`src/rtl/fetch_stage_if.sv`:
```
// rtl/fetch_stage_if.sv - instruction memory request/response bus for the fetch stage
interface fetch_stage_if;
  logic [15:0] imem_addr;
  logic        imem_rd;
  logic [15:0] imem_data;
  logic        imem_done;

  modport master (
    output imem_addr,
    output imem_rd,
    input  imem_data,
    input  imem_done
  );

  modport slave (
    input  imem_addr,
    input  imem_rd,
    output imem_data,
    output imem_done
  );
endinterface

```
`src/rtl/fetch_stage.sv`:
```
// rtl/fetch_stage.sv - WISC-SP20 instruction fetch stage with IF/ID register
module fetch_stage #(
  parameter logic [15:0] RESET_PC = 16'h0000,
  parameter logic [15:0] NOP_INS  = 16'h0800,
  parameter logic [4:0]  HALT_OP  = 5'b00000
) (
  input  logic                clk,
  input  logic                rst,
  input  logic                stall_decode_i,
  input  logic                flush_fetch_i,
  input  logic [15:0]         branch_target_i,
  fetch_stage_if.master       imem,
  output logic [15:0]         pc_o,
  output logic [15:0]         if_id_ins_o,
  output logic [15:0]         if_id_pc_plus2_o,
  output logic                if_id_valid_o,
  output logic                fetch_busy_o
);

  typedef enum logic [2:0] {
    ST_FETCH,
    ST_WAIT,
    ST_HOLD,
    ST_HALTED,
    ST_DRAIN
  } state_t;

  state_t      state_q, state_d;
  logic [15:0] pc_q, pc_d;
  logic [15:0] ins_q, ins_d;
  logic [15:0] pcp2_q, pcp2_d;
  logic        valid_q, valid_d;
  logic [15:0] buf_ins_q, buf_ins_d;
  logic [15:0] buf_pcp2_q, buf_pcp2_d;
  logic        buf_valid_q, buf_valid_d;

  logic [15:0] pc_plus2;
  logic        capture;
  logic        cap_is_halt;
  logic        buf_is_halt;

  assign pc_plus2    = pc_q + 16'd2;
  assign capture     = imem.imem_done && ((state_q == ST_FETCH) || (state_q == ST_WAIT));
  assign cap_is_halt = (imem.imem_data[15:11] == HALT_OP);
  assign buf_is_halt = (buf_ins_q[15:11] == HALT_OP);

  assign imem.imem_addr = pc_q;
  assign imem.imem_rd   = (state_q == ST_FETCH) || (state_q == ST_WAIT) || (state_q == ST_DRAIN);
  assign fetch_busy_o   = (state_q == ST_WAIT) || (state_q == ST_DRAIN);

  assign pc_o             = pc_q;
  assign if_id_ins_o      = ins_q;
  assign if_id_pc_plus2_o = pcp2_q;
  assign if_id_valid_o    = valid_q;

  always_comb begin
    state_d     = state_q;
    pc_d        = pc_q;
    ins_d       = ins_q;
    pcp2_d      = pcp2_q;
    valid_d     = valid_q;
    buf_ins_d   = buf_ins_q;
    buf_pcp2_d  = buf_pcp2_q;
    buf_valid_d = buf_valid_q;

    if (flush_fetch_i) begin
      // Redirect wins; an unfinished read in WAIT must still be drained.
      pc_d        = branch_target_i;
      ins_d       = NOP_INS;
      valid_d     = 1'b0;
      buf_valid_d = 1'b0;
      if ((state_q == ST_WAIT && !imem.imem_done) || state_q == ST_DRAIN)
        state_d = ST_DRAIN;
      else
        state_d = ST_FETCH;
    end else begin
      unique case (state_q)
        ST_FETCH, ST_WAIT: begin
          if (capture) begin
            pc_d = cap_is_halt ? pc_q : pc_plus2;
            if (!stall_decode_i) begin
              ins_d   = imem.imem_data;
              pcp2_d  = pc_plus2;
              valid_d = 1'b1;
              state_d = cap_is_halt ? ST_HALTED : ST_FETCH;
            end else begin
              buf_ins_d   = imem.imem_data;
              buf_pcp2_d  = pc_plus2;
              buf_valid_d = 1'b1;
              state_d     = ST_HOLD;
            end
          end else begin
            state_d = ST_WAIT;
            if (!stall_decode_i) begin
              ins_d   = NOP_INS;
              valid_d = 1'b0;
            end
          end
        end
        ST_HOLD: begin
          if (!stall_decode_i) begin
            ins_d       = buf_ins_q;
            pcp2_d      = buf_pcp2_q;
            valid_d     = 1'b1;
            buf_valid_d = 1'b0;
            state_d     = buf_is_halt ? ST_HALTED : ST_FETCH;
          end
        end
        ST_HALTED: begin
          if (!stall_decode_i) begin
            ins_d   = NOP_INS;
            valid_d = 1'b0;
          end
        end
        ST_DRAIN: begin
          if (imem.imem_done)
            state_d = ST_FETCH;
          if (!stall_decode_i) begin
            ins_d   = NOP_INS;
            valid_d = 1'b0;
          end
        end
        default: state_d = ST_FETCH;
      endcase
    end
  end

  always_ff @(posedge clk) begin
    if (rst) begin
      state_q     <= ST_FETCH;
      pc_q        <= RESET_PC;
      ins_q       <= NOP_INS;
      pcp2_q      <= 16'h0000;
      valid_q     <= 1'b0;
      buf_ins_q   <= NOP_INS;
      buf_pcp2_q  <= 16'h0000;
      buf_valid_q <= 1'b0;
    end else begin
      state_q     <= state_d;
      pc_q        <= pc_d;
      ins_q       <= ins_d;
      pcp2_q      <= pcp2_d;
      valid_q     <= valid_d;
      buf_ins_q   <= buf_ins_d;
      buf_pcp2_q  <= buf_pcp2_d;
      buf_valid_q <= buf_valid_d;
    end
  end

endmodule

```
`src/flat_wrapper.sv`:
```
// flat-port wrapper written by rule: the top's interface ports become plain ports
module fetch_stage_flat 
#(
  parameter logic [15:0] RESET_PC = 16'h0000,
  parameter logic [15:0] NOP_INS  = 16'h0800,
  parameter logic [4:0]  HALT_OP  = 5'b00000
)
  (clk, rst, stall_decode_i, flush_fetch_i, branch_target_i, pc_o, if_id_ins_o, if_id_pc_plus2_o, if_id_valid_o, fetch_busy_o, imem_imem_addr, imem_imem_rd, imem_imem_data, imem_imem_done);
  fetch_stage_if imem_i ();
  input  logic clk;
  input  logic rst;
  input  logic stall_decode_i;
  input  logic flush_fetch_i;
  input  logic [15:0] branch_target_i;
  output logic [15:0] pc_o;
  output logic [15:0] if_id_ins_o;
  output logic [15:0] if_id_pc_plus2_o;
  output logic if_id_valid_o;
  output logic fetch_busy_o;
  output wire logic [$bits(imem_i.imem_addr)-1:0] imem_imem_addr;
  output wire logic [$bits(imem_i.imem_rd)-1:0] imem_imem_rd;
  input wire logic [$bits(imem_i.imem_data)-1:0] imem_imem_data;
  input wire logic [$bits(imem_i.imem_done)-1:0] imem_imem_done;
  assign imem_imem_addr = imem_i.imem_addr;
  assign imem_imem_rd = imem_i.imem_rd;
  assign imem_i.imem_data = imem_imem_data;
  assign imem_i.imem_done = imem_imem_done;
  fetch_stage #(.RESET_PC(RESET_PC), .NOP_INS(NOP_INS), .HALT_OP(HALT_OP)) u_core (.clk(clk), .rst(rst), .stall_decode_i(stall_decode_i), .flush_fetch_i(flush_fetch_i), .branch_target_i(branch_target_i), .imem(imem_i), .pc_o(pc_o), .if_id_ins_o(if_id_ins_o), .if_id_pc_plus2_o(if_id_pc_plus2_o), .if_id_valid_o(if_id_valid_o), .fetch_busy_o(fetch_busy_o));
endmodule
```
`config.mk`:
```
export PLATFORM = sky130hd
export DESIGN_NAME = fetch_stage_flat
export DESIGN_NICKNAME = d
export VERILOG_FILES = /design/src/rtl/fetch_stage_if.sv /design/src/rtl/fetch_stage.sv /design/src/flat_wrapper.sv
export SDC_FILE = /design/constraint.sdc
export NUM_CORES = 1
export LEC_CHECK = 0
export BUFFER_PORTS_ARGS = -buffer_cell sky130_fd_sc_hd__clkbuf_2
export CAP_MARGIN = 25
export CORE_MARGIN = 5
export CORE_UTILIZATION = 30
export CTS_CLUSTER_SIZE = 28
export DETAILED_ROUTE_END_ITERATION = 16
export GPL_ROUTABILITY_DRIVEN = 0
export PLACE_DENSITY = 0.61
export SYNTH_ARGS = -nofsm -noshare
export SYNTH_HDL_FRONTEND = slang
export SYNTH_SLANG_ARGS = --single-unit
export TNS_END_PERCENT = 1
```
`constraint.sdc`:
```
create_clock -name clk -period 6.13 [get_ports clk]
set_input_delay 1.226 -clock clk [delete_from_list [all_inputs] [get_ports clk]]
set_output_delay 1.226 -clock clk [all_outputs]
set_load 0.02 [all_outputs]
```
After elaboration in Yosys (flattened, before gate mapping):

Index checks and enable logic that the tools add are counted.
W data, S select, Z words.

* reductions and logical operators: 22
* bitwise operators: 1
* eq/ne operators: 12
* add/sub/neg operators: 1
* muxes and demuxes: 26

Operator list (count)
* $mux W16: 11
* $pmux W16 S3: 1
* $pmux W16 S2: 1
* $mux W3: 6
* $add A16 B2 Y16 const B: 1
* $pmux W3 S4: 1
* $logic_not A5 Y1: 2
* $ne A3 B3 Y1 const B: 3
* $reduce_and A3 Y1: 3
* $ne A2 B2 Y1 const B: 4
* $eq A3 B2 Y1 const B: 2
* $reduce_bool A2 Y1: 3
* $reduce_or A2 Y1: 3
* $reduce_and A5 Y1: 1
* $logic_or A1 B1 Y1: 4
* $mux W2: 2
* $reduce_and A4 Y1: 1
* $eq A3 B1 Y1 const B: 1
* $eq A3 B3 Y1 const B: 1
* $logic_not A3 Y1: 1
* $mux W1: 3
* $pmux W1 S3: 1
* $reduce_bool A3 Y1: 1
* $logic_and A1 B1 Y1: 2
* 3 further kinds: 3

* logic and storage cells: 69
* input bits: 37
* register bits after elaboration: 84

Logic depth before layout (Yosys ltp):

Gate-level depths: netlist of the first run.

* depth in word-level cells: 6
* gate-level depth with buffers: 7
* gate-level depth less buffers: 5

Least setup slack after synthesis of the first run:

No wires, ideal clock.

* kind: input -> register
* from: input imem_imem_data[12]
* to: register u_core.pc_q[4] (netlist: u_core.imem.imem_addr[4])
* data required time: 6.039 ns
* arrival: 2.547 ns
* cell stages on the path: 6
* setup time: 0.091 ns
* buffers on the path: 2
* slack: 3.492 ns
* path through: or4_1 -> o21ai_1 -> buf_4 -> clkbuf_8 -> o21ai_0 -> a311oi_1

* cells in the longest elaborated chain, start to end: 3

Ends and longest elaborated chain
* start: declaration: line flat_wrapper.sv:22 `input wire logic [$bits(imem_i.imem_data)-1:0] imem_imem_data;`
* $logic_not A5 Y1: line fetch_stage.sv:44 `assign cap_is_halt = (imem.imem_data[15:11] == HALT_OP);`
* $ne A2 B2 Y1 (no line)
* $reduce_and A3 Y1 (no line)
* end signal: assignment: line fetch_stage.sv:140 `pc_q <= pc_d;`
* end: declaration: line fetch_stage.sv:29 `logic [15:0] pc_q, pc_d;`

No other way between the ends.
A chain may end at the register's enable or synchronous reset.

Final worst setup path of the first run:

* from: input flush_fetch_i
* to: register u_core.buf_pcp2_q[10]

* cells in the longest elaborated chain, start to end: 2

Ends and longest elaborated chain
* start: declaration: line flat_wrapper.sv:13 `input logic flush_fetch_i;`
* $not A1 Y1 (no line)
* $reduce_and A4 Y1 (no line)
* end signal: assignment: line fetch_stage.sv:145 `buf_pcp2_q <= buf_pcp2_d;`
* end: declaration: line fetch_stage.sv:34 `logic [15:0] buf_pcp2_q, buf_pcp2_d;`

No other way between the ends.

==> flow_summary_export.csv, run 1 <==
group,metric,value,unit
critical_path,cp.arrival,3.66,ns
power_and_ir_drop,powerDensity,263.3,mW/mm^2
drt,ant_nets,0,
floorplan,die_w,127.9,um
global_route,grt_first_pass_wirelength,19.51,mm
timing,setup_viol,0,
logic_synthesis,ys_ff_latch,84,
clock_network,cts_root_buf,"clkbuf_16",
timing,worst_pin_slew,1.013,ns
global_route,antenna_found_initial,0,
clock_network,post_cts_resized,0,
drt,vias_per_cell,5.361,
critical_path,critPathMaxFanout,24,
critical_path,cp_top_family,"simple AND/OR/NAND/NOR gates",
logic_synthesis,synthFlopType,"dfxtp_1",
power_and_ir_drop,seqPwrFrac,0.465,
critical_path,cp.required,6.30,ns
clock_network,cts_tree,"done",
critical_path,slowest_stage,"nand3_1",
critical_path,worst_r2r_endpoint,"u_core.buf_pcp2_q[10]",
logic_synthesis,ys_async_sr_fraction,0,
critical_path,path_buf_inv,2,
power_and_ir_drop,comb_power_share,0.141,
drt,first_pass_iters,5,
timing,finClkSkew,0.007089,ns
global_route,grt_overflow,0,
logic_synthesis,synth_edf_count,0,
timing,final_max_slew_viol_count,0,
timing,finalCritPeriodShare,0.5683,
place,port_buffers,103,
clock_network,clockBufferDepth,2,
layout,finish.utilization,0.3566,
power_and_ir_drop,clkPwrFrac,0.394,
layout,drive_above_1_share,0.2540,
logic_synthesis,synthCells,502,
global_route,grt_util_all_layers,0.1465,
drt,routed_wl,11.98,mm
place,post-dp-hpwl,8.598,mm
timing,relSlewSlack,0.3229,
clock_network,htree_levels,3,
power_and_ir_drop,leakagePower,1.898,nW
logic_synthesis,synth_warnings,0,
hold_path,holdCritStartpoint,"u_core.buf_pcp2_q[0]",
critical_path,reg2regPathDepth,5,
run_status,run_status,"complete, no violations",
global_route,grt_start_max_net_pins,47,
timing,finalCriticalPeriod,3.484,ns
global_route,grt_pass1_vias,3815,
floorplan,start_util,0.3025,
critical_path,worstSetupEndpointType,"flip-flop",
timing,setup_tns,0,ns
clock_network,cts_sinks,84,
critical_path,crit_cells,5,
timing,fmax,287.0,MHz
floorplan,die_h,127.9,um
clock_network,cts_setup_buffers,0,
drt,initialDrtViolationCount,309,
flow_run,drv_cap,0,
drt,avgRoutedWirePerCell,16.03,um
floorplan,die_area,0.01635,sq mm
logic_synthesis,synth.distinct_cells,57,
critical_path,path_cells,"clkbuf_2 > inv_1 > nand3_1 > nor3_1 > a211oi_1",
clock_network,insertion_delay,0.34,ns
logic_synthesis,ys_seq_area_frac,0.4036,
layout,layout_commonest_cell,"clkbuf_2",
critical_path,critPathMaxStageDelay,0.92,ns
floorplan,core_area,0.01377,sq mm
layout,final_cell_mix,"clkbuf_2, dfxtp_1, nand2_1, nor2_1, a21oi_1",
power_and_ir_drop,switching_share,0.2802,
layout,nets,601,
critical_path,r2r-start,"u_core.state_q[2]",
critical_path,worst-setup-path-type,"primary input to flip-flop",
drt,vias,4005,
hold_path,hp-class,"flip-flop to flip-flop",
hold_path,hold_depth,2,
power_and_ir_drop,power_switching,0.0003624,W
logic_synthesis,synthTopCellsByArea,"dfxtp_1, nand2_1, nor2_1",
logic_synthesis,synth_nets,540,
clock_network,path_clk_slew,0.06,ns
power_and_ir_drop,p_int,0.0009308,W
floorplan,ioPinCount,104,
timing,rsz0062_at_grt,"false",
drt,drc_errors,0,
logic_synthesis,yosysTopAreaCell,"dfxtp_1",
layout,diodes,0,
logic_synthesis,syn_area_per_cell,8.300,sq um
floorplan,num_rows,43,
critical_path,cp-start-kind,"primary input",
critical_path,ff2ff_setup_slack,3.47,ns
layout,area_growth,17.87,%
logic_synthesis,yosys.area.top_type_share,0.4036,
power_and_ir_drop,irDropWorstVdd,0.1291,mV
clock_network,cts_buffers,9,
hold_path,min_to,"u_core.buf_pcp2_q[0]",
logic_synthesis,syn-cell-area,0.004166,sq mm
timing,timing_hold_violations_final,0,
clock_network,postCtsHoldBufs,0,
cells in the mapped netlist (all sizes together), types with 3 or more instances:
cell type	instances
nor2	54
a211oi	14
or4	4
inv	15
buf	30
a21oi	33
nor4	8
and4	7
o211ai	3
nand2b	4
a21boi	3
nor3	17
xor2	4
o21a	3
a311oi	13
dfxtp	84
a31oi	4
nand2	58
clkbuf	31
nand3b	4
nand4	5
xnor2	5
a211o	4
a22o	16
o31ai	7
o22ai	5
a22oi	15
nand3	9
or3	6
a2111oi	4
o21ai	15
state kept, by name, summed over array words and instances (netlist names), named ones only:
signal                   count
u_core.buf_ins_q            16
u_core.buf_pcp2_q           16
u_core.if_id_ins_o          16
u_core.if_id_pc_plus2_o     16
u_core.imem.imem_addr       16
u_core.state_q               3
cells by family (layout without fill, tap and decap cells):
kind of cell / after synthesis / after routing / synth area share
AOI/OAI and AO/OA: 146 / 146 / 0.2480
xor gates and xnor gates: 9 / 9 / 0.01892
adders and majority gates: 1 / 1 / 0.003003
buffers and inverters: 76 / 141 / 0.09880
DFF: 84 / 84 / 0.4036
muxes: 2 / 2 / 0.005105
and+or+nand+nor: 184 / 184 / 0.2225
worst register-to-register path, stage by stage (launching register included):
cell and delay (ns):
dfxtp_1 0.54, nor3b_2 0.51, buf_6 0.23, nand3_1 0.72
nor3_1 0.42, a211oi_1 0.09
layout make-up:
type	instances	area [sq um]
fillers	1454	8862
well taps	180	225.2
inverters	15	56.30
repair buffers	111	579.3
flip-flops and latches	84	1682
multi-input cells	342	2090
clock inverters	3	22.52
clock buffers	12	256.5
stage by stage:
stage	area (sq um)	total power, W	setup slack [ns]	hold WS (ns)	cells
after floorplan	4167	0.0007411	3.492	0.4341	502
after global placement	4613	0.0007900	2.255	0.4416	730
after detailed placement	4632	0.0007962	2.373	0.4491	732
after CTS	4911	0.001305	2.711	0.4591	747
after global routing	4911	0.001355	2.392	0.4752	747
final	4911	0.001293	2.646	0.4569	747
layer usage:
metal	up-vias	routed length [um]	track usage
met4	0	299	0.06367
met3	26	602	0.03167
met5	-	0	0
li1	1936	-	-
met2	117	5799	0.2348
met1	1926	5275	0.1901
power groups by stage:
| stage | combinational (W) | clock [W] | sequential (W) |
|---|---|---|---|
| 3_5_place_dp | 0.000183 | 0 | 0.000613 |
| 3_3_place_gp | 0.000178 | 0 | 0.000612 |
| 2_1_floorplan | 0.000123 | 0 | 0.000618 |
| 6_report | 0.000182 | 0.000510 | 0.000601 |
| 4_1_cts | 0.000184 | 0.000520 | 0.000601 |
| 5_1_grt | 0.000200 | 0.000550 | 0.000605 |
how the worst max path moves through the flow:
stage               slack, ns          startpoint                        to
finish                   2.65       flush_fetch_i     u_core.buf_pcp2_q[10]
CTS                      2.71       flush_fetch_i     u_core.buf_pcp2_q[10]
detailed placement       2.37       flush_fetch_i     u_core.buf_pcp2_q[10]
global route             2.39       flush_fetch_i     u_core.buf_pcp2_q[10]
floorplan                3.49  imem_imem_data[12]  u_core.imem.imem_addr[4]
global placement         2.25      imem_imem_done      u_core.buf_ins_q[11]
Note: power is estimated with default switching activity, not from simulation.
==> run 2, diff against run 1 <==
--- a/config.mk
+++ b/config.mk
@@ -5,6 +5,7 @@
 export SDC_FILE = /design/constraint.sdc
 export NUM_CORES = 1
 export LEC_CHECK = 0
+export ABC_AREA = 1
 export BUFFER_PORTS_ARGS = -buffer_cell sky130_fd_sc_hd__clkbuf_2
 export CAP_MARGIN = 25
 export CORE_MARGIN = 5
==> constraint.sdc (replaced) <==
create_clock -name clk -period 3.3 [get_ports clk]
set_input_delay 0.66 -clock clk [delete_from_list [all_inputs] [get_ports clk]]
set_output_delay 0.66 -clock clk [all_outputs]
set_load 0.02 [all_outputs]
==> run 2 against run 1 <==
  * Register-to-register slack got worse by 1.9 ns
  * Synthesized cell count increased by 28%
  * Global-route usage barely moved
==> flow_summary_export.csv, run 2 <==
group,metric,value,unit
global_route,grt_pass1_vias,3848,
timing,setup_viol,0,
clock_network,clockBufferDepth,2,
floorplan,core_area,0.01393,sq mm
drt,initialDrtViolationCount,316,
drt,wl_met1,5.765,mm
clock_network,post_cts_resized,0,
logic_synthesis,synthFlopType,"dfxtp_1",
global_route,antenna_found_initial,0,
layout,area_growth,19.60,%
timing,finClkSkew,0.006059,ns
floorplan,start_util,0.3078,
critical_path,critPathMaxFanout,6,
power_and_ir_drop,powerDensity,530.3,mW/mm^2
critical_path,worst-setup-path-type,"flip-flop to primary output",
drt,first_pass_iters,5,
critical_path,crit_path_start,"u_core.state_q[2]",
logic_synthesis,synth_warnings,0,
drt,met2WireLength,5.399,mm
drt,dr_wl_met3,744,um
critical_path,cp.required,2.64,ns
critical_path,path_cells,"inv_2 > nor3_1 > inv_1 > nand2_1 > clkbuf_2",
clock_network,insertion_delay,0.34,ns
clock_network,path_clk_slew,0.06,ns
place,dpl_cell_area,0.004763,sq mm
critical_path,cp-start-kind,"flip-flop",
drt,ant_nets,0,
power_and_ir_drop,irDropWorstVdd,0.2521,mV
place,port_buffers,103,
layout,diodes,0,
layout,final_cell_mix,"nand2_1, clkbuf_2, nor2_1, dfxtp_1",
global_route,grt_start_max_net_pins,38,
clock_network,cts_tree,"done",
logic_synthesis,syn_area_per_cell,6.681,sq um
flow_run,drv_cap,0,
timing,worst_pin_slew,0.7573,ns
logic_synthesis,yosysMostFrequentCell,"nand2_1",
layout,fin_area,0.005130,sq mm
logic_synthesis,synth_nets,680,
floorplan,ioPinCount,104,
timing,timing_hold_violations_final,0,
power_and_ir_drop,p_total,0.002720,W
layout,nets,755,
timing,finalCritPeriodShare,0.6462,
critical_path,worstSetupEndpointType,"primary output",
critical_path,cp.arrival,1.47,ns
logic_synthesis,yosysTopAreaCell,"dfxtp_1",
critical_path,worst_r2r_endpoint,"u_core.buf_pcp2_q[11]",
logic_synthesis,ys_seq_area_frac,0.3921,
logic_synthesis,ys_top_cells_by_count,"nand2_1, nor2_1, dfxtp_1, inv_1, o21ai_0",
drt,vias,4113,
clock_network,postCtsHoldBufs,0,
timing,finalCriticalPeriod,2.132,ns
critical_path,slowest_stage,"dfxtp_1",
global_route,grt_overflow,0,
logic_synthesis,ys_ff_latch,84,
drt,top_layer,"met4",
critical_path,ff2ff_setup_slack,1.56,ns
clock_network,cts_buffers,9,
hold_path,hp-class,"flip-flop to flip-flop",
clock_network,htree_levels,3,
floorplan,die_h,129.6,um
logic_synthesis,ys_async_sr_fraction,0,
clock_network,cts_sinks,84,
clock_network,cts_root_buf,"clkbuf_16",
power_and_ir_drop,leakagePower,2.375,nW
critical_path,reg2regPathDepth,8,
logic_synthesis,yosys.area.top_type_share,0.3921,
drt,avgRoutedWirePerCell,13.34,um
layout,finish.utilization,0.3681,
floorplan,num_rows,43,
logic_synthesis,synth_edf_count,0,
run_status,run_status,"complete, no violations",
global_route,grt_util_all_layers,0.1466,
logic_synthesis,synth.distinct_cells,31,
logic_synthesis,synthCells,642,
critical_path,critPathMaxStageDelay,0.36,ns
layout,layout_commonest_cell,"nand2_1",
timing,fmax,469.0,MHz
timing,final_max_slew_viol_count,0,
drt,routed_wl,12.03,mm
timing,rsz0062_at_grt,"false",
drt,vias_per_cell,4.560,
timing,setup_tns,0,ns
critical_path,r2r-start,"u_core.imem.imem_addr[1]",
floorplan,die_area,0.01679,sq mm
logic_synthesis,synthTopCellsByArea,"dfxtp_1, nand2_1, nor2_1",
place,post-dp-hpwl,8.560,mm
layout,drive_above_1_share,0.2036,
global_route,grt_first_pass_wirelength,19.58,mm
timing,relSlewSlack,0.4946,
critical_path,endpoint,"fetch_busy_o",
clock_network,cts_setup_buffers,0,
logic_synthesis,syn-cell-area,0.004289,sq mm
drt,drc_errors,0,
floorplan,die_w,129.6,um
run 2: metrics by stage:
stage | instances | hold WS [ns] | setup WS, ns
6_report | 902 | 0.4455 | 1.168
5_1_grt | 902 | 0.4762 | 1.102
4_1_cts | 902 | 0.4475 | 1.150
3_5_place_dp | 886 | 0.4387 | 1.304
3_3_place_gp | 886 | 0.4321 | 1.321
2_1_floorplan | 642 | 0.4245 | 1.698
run 2: worst min-delay path by stage:
stage	cells past startpoint	to	startpoint
floorplan	2	u_core.buf_pcp2_q[0]	u_core.buf_pcp2_q[0]
global placement	2	u_core.buf_ins_q[2]	u_core.buf_ins_q[2]
detailed placement	2	u_core.buf_ins_q[3]	u_core.buf_ins_q[3]
CTS	2	u_core.buf_ins_q[3]	u_core.buf_ins_q[3]
global route	2	u_core.if_id_ins_o[0]	u_core.if_id_ins_o[0]
finish	2	u_core.buf_ins_q[3]	u_core.buf_ins_q[3]
run 2: cell type report:
type	count	area [sq um]
Fill cell	1499	8805
Multi-Input combinational cell	452	2071
Sequential cell	84	1682
Timing Repair Buffer	108	553.0
Clock buffer	12	246.5
Inverter	62	232.7
Tap cell	180	225.2
Clock inverter	4	120.1
run 2: power breakdown:
part	switching [W]	internal (W)
combinational	0.000247	0.000118
sequential	0.0000432	0.00107
clock	0.000407	0.000838
run 2: kinds of logic after synthesis:
logic type	synth area share
DFF	0.3921
adders and majority gates	0.002917
AOI/OAI and AO/OA	0.1569
and+or+nand+nor	0.3168
buffers and inverters	0.1251
xor gates and xnor gates	0.006127
run 2: routing by layer:
| layer | vias up | track usage |
|---|---|---|
| met5 | - | 0 |
| li1 | 2189 | - |
| met3 | 9 | 0.03504 |
| met2 | 109 | 0.2317 |
| met1 | 1806 | 0.2019 |
| met4 | 0 | 0.03667 |
run 2: critical path: cells and delay by family, from the launching register on:
family	cells	cell delay (ns)
AND/OR/NAND/NOR	2	0.41
flip-flops	1	0.36
buffers and inverters	3	0.37
==> run 3, diff against run 2 <==
==> constraint.sdc (replaced) <==
create_clock -name clk -period 2.2 [get_ports clk]
set_input_delay 0.44 -clock clk [delete_from_list [all_inputs] [get_ports clk]]
set_output_delay 0.44 -clock clk [all_outputs]
set_load 0.02 [all_outputs]
==> run 3 against run 2 <==
  * Clock power rose by 16%
  * Sequential share of layout area rose by 0.41 points
  * Via count down 0.19%
  * Critical path depth unchanged
  * Total power up 35%
  * Sequential cell count is the same
==> flow_summary_export.csv, run 3 (synthesis gave the netlist of run 2 again) <==
group,metric,value,unit
floorplan,core_area,0.01393,sq mm
drt,initialDrtViolationCount,324,
critical_path,critPathMaxStageDelay,0.35,ns
drt,first_pass_iters,5,
layout,layout_commonest_cell,"nand2_1",
place,post-dp-hpwl,8.733,mm
place,port_buffers,103,
clock_network,clockBufferDepth,2,
clock_network,path_clk_slew,0.06,ns
critical_path,crit_path_start,"u_core.state_q[2]",
timing,hold_ws,0.3599,ns
global_route,grt_overflow,0,
clock_network,insertion_delay,0.34,ns
critical_path,worstSetupEndpointType,"primary output",
layout,fin_area,0.005066,sq mm
flow_run,drv_cap,0,
global_route,grt_pass1_vias,3901,
critical_path,ff2ff_setup_slack,0.58,ns
critical_path,worst_r2r_endpoint,"u_core.if_id_pc_plus2_o[9]",
global_route,antenna_found_initial,0,
layout,drive_above_1_share,0.2058,
floorplan,num_rows,43,
timing,rsz0062_at_grt,"false",
timing,finalCritPeriodShare,0.8768,
critical_path,critPathMaxFanout,6,
critical_path,path_cells,"inv_2 > nor3_1 > inv_1 > nand2_1 > clkbuf_2",
critical_path,r2r-start,"u_core.imem.imem_addr[1]",
place,dpl_worst_slack,0.4873,ns
clock_network,htree_levels,3,
critical_path,slowest_stage,"dfxtp_1",
timing,timing_hold_violations_final,0,
power_and_ir_drop,irDropWorstVdd,0.3623,mV
hold_path,hp-class,"primary input to flip-flop",
floorplan,start_util,0.3078,
timing,setup_tns,0,ns
clock_network,cts_buffers,9,
floorplan,die_h,129.6,um
global_route,grt_util_all_layers,0.1476,
floorplan,ioPinCount,104,
floorplan,die_w,129.6,um
layout,nets,759,
timing,relSlewSlack,0.6312,
layout,diodes,0,
timing,layout_setup_ws,0.2710,ns
timing,fmax,518.4,MHz
clock_network,cts_root_buf,"clkbuf_16",
power_and_ir_drop,leakagePower,2.353,nW
floorplan,die_area,0.01679,sq mm
layout,area_growth,18.12,%
critical_path,reg2regPathDepth,9,
clock_network,cts_sinks,84,
drt,avgRoutedWirePerCell,13.33,um
drt,vias,4105,
layout,fillCellCount,1548,
layout,final_cell_mix,"nand2_1, clkbuf_2, nor2_1, dfxtp_1",
critical_path,worst-setup-path-type,"flip-flop to primary output",
layout,finish.utilization,0.3636,
critical_path,cp_top_family,"simple AND/OR/NAND/NOR gates",
global_route,grt_start_max_net_pins,38,
place,dpl_cell_area,0.004793,sq mm
drt,ant_nets,0,
timing,finalCriticalPeriod,1.929,ns
drt,routed_wl,12.05,mm
critical_path,cp.arrival,1.49,ns
critical_path,path_buf_inv,3,
layout,ff_latch_area,0.001682,sq mm
run_status,run_status,"complete, no violations",
drt,drc_errors,0,
critical_path,endpoint,"fetch_busy_o",
timing,setup_viol,0,
power_and_ir_drop,powerDensity,724.8,mW/mm^2
drt,vias_per_cell,4.541,
clock_network,postCtsHoldBufs,0,
timing,worst_pin_slew,0.5518,ns
critical_path,cp.required,1.76,ns
critical_path,crit_cells,5,
global_route,grt_first_pass_wirelength,19.69,mm
timing,final_max_slew_viol_count,0,
clock_network,cts_setup_buffers,0,
clock_network,post_cts_resized,0,
critical_path,cp-start-kind,"flip-flop",
clock_network,cts_tree,"done",
layout,multiInputGateArea,0.002071,sq mm
timing,finClkSkew,0.006666,ns
## run 3: changes by cell type in the layout (fill, tap and decap cells not counted)
| cell | change |
|---|---|
| buf_4 | +4 |
| bufinv_16 | -3 |
| clkbuf_8 | -1 |
| clkinv_2 | +2 |
## run 3: worst min-delay path, delay by kind of cell
family	cells	cell delay [ns]
simple gates	1	0.05
compound gates	1	0.07
buf+inv	1	0.08
## run 3: final cells by class
| class | count | share of cell area |
|---|---|---|
| clock buffer | 11 | 0.04594 |
| clock inverter | 3 | 0.007903 |
| inverter | 62 | 0.04594 |
| multi-input combinational | 452 | 0.4087 |
| sequential | 84 | 0.3319 |
| tap | 180 | 0.04446 |
| timing repair buffer | 112 | 0.1151 |
## run 3: per-stage QoR
| step | total power [W] | cells |
|---|---|---|
| after floorplan | 0.002094 | 642 |
| after global routing | 0.003859 | 904 |
| after CTS | 0.003731 | 904 |
| after detailed placement | 0.002257 | 890 |
| after global placement | 0.002258 | 890 |
| final | 0.003672 | 904 |
## run 3: how the worst min path moves through the flow
stage / startpoint / end / slack, ns / cells after the start
5_1_grt: imem_imem_data[11] / u_core.buf_ins_q[11] / 0.38 / 3
3_3_place_gp: u_core.buf_ins_q[1] / u_core.buf_ins_q[1] / 0.43 / 2
3_5_place_dp: u_core.buf_ins_q[3] / u_core.buf_ins_q[3] / 0.44 / 2
2_1_floorplan: u_core.buf_pcp2_q[0] / u_core.buf_pcp2_q[0] / 0.42 / 2
4_1_cts: branch_target_i[8] / u_core.imem.imem_addr[8] / 0.35 / 3
6_report: branch_target_i[8] / u_core.imem.imem_addr[8] / 0.36 / 3
## run 3: where the power goes
| group | leakage [nW] | switching (W) | internal (W) |
|---|---|---|---|
| combinational | 1.53 | 0.000371 | 0.000181 |
| sequential | 0.687 | 0.0000643 | 0.00160 |
| clock | 0.135 | 0.000591 | 0.000864 |
## run 3: layer usage
| metal | up-vias | wire length [um] | global-route usage |
|---|---|---|---|
| met5 | - | 0 | 0 |
| met2 | 118 | 5402 | 0.2387 |
| met1 | 1800 | 5818 | 0.2004 |
| met3 | 2 | 787 | 0.03875 |
| met4 | 0 | 38 | 0.02812 |
| li1 | 2185 | - | - |
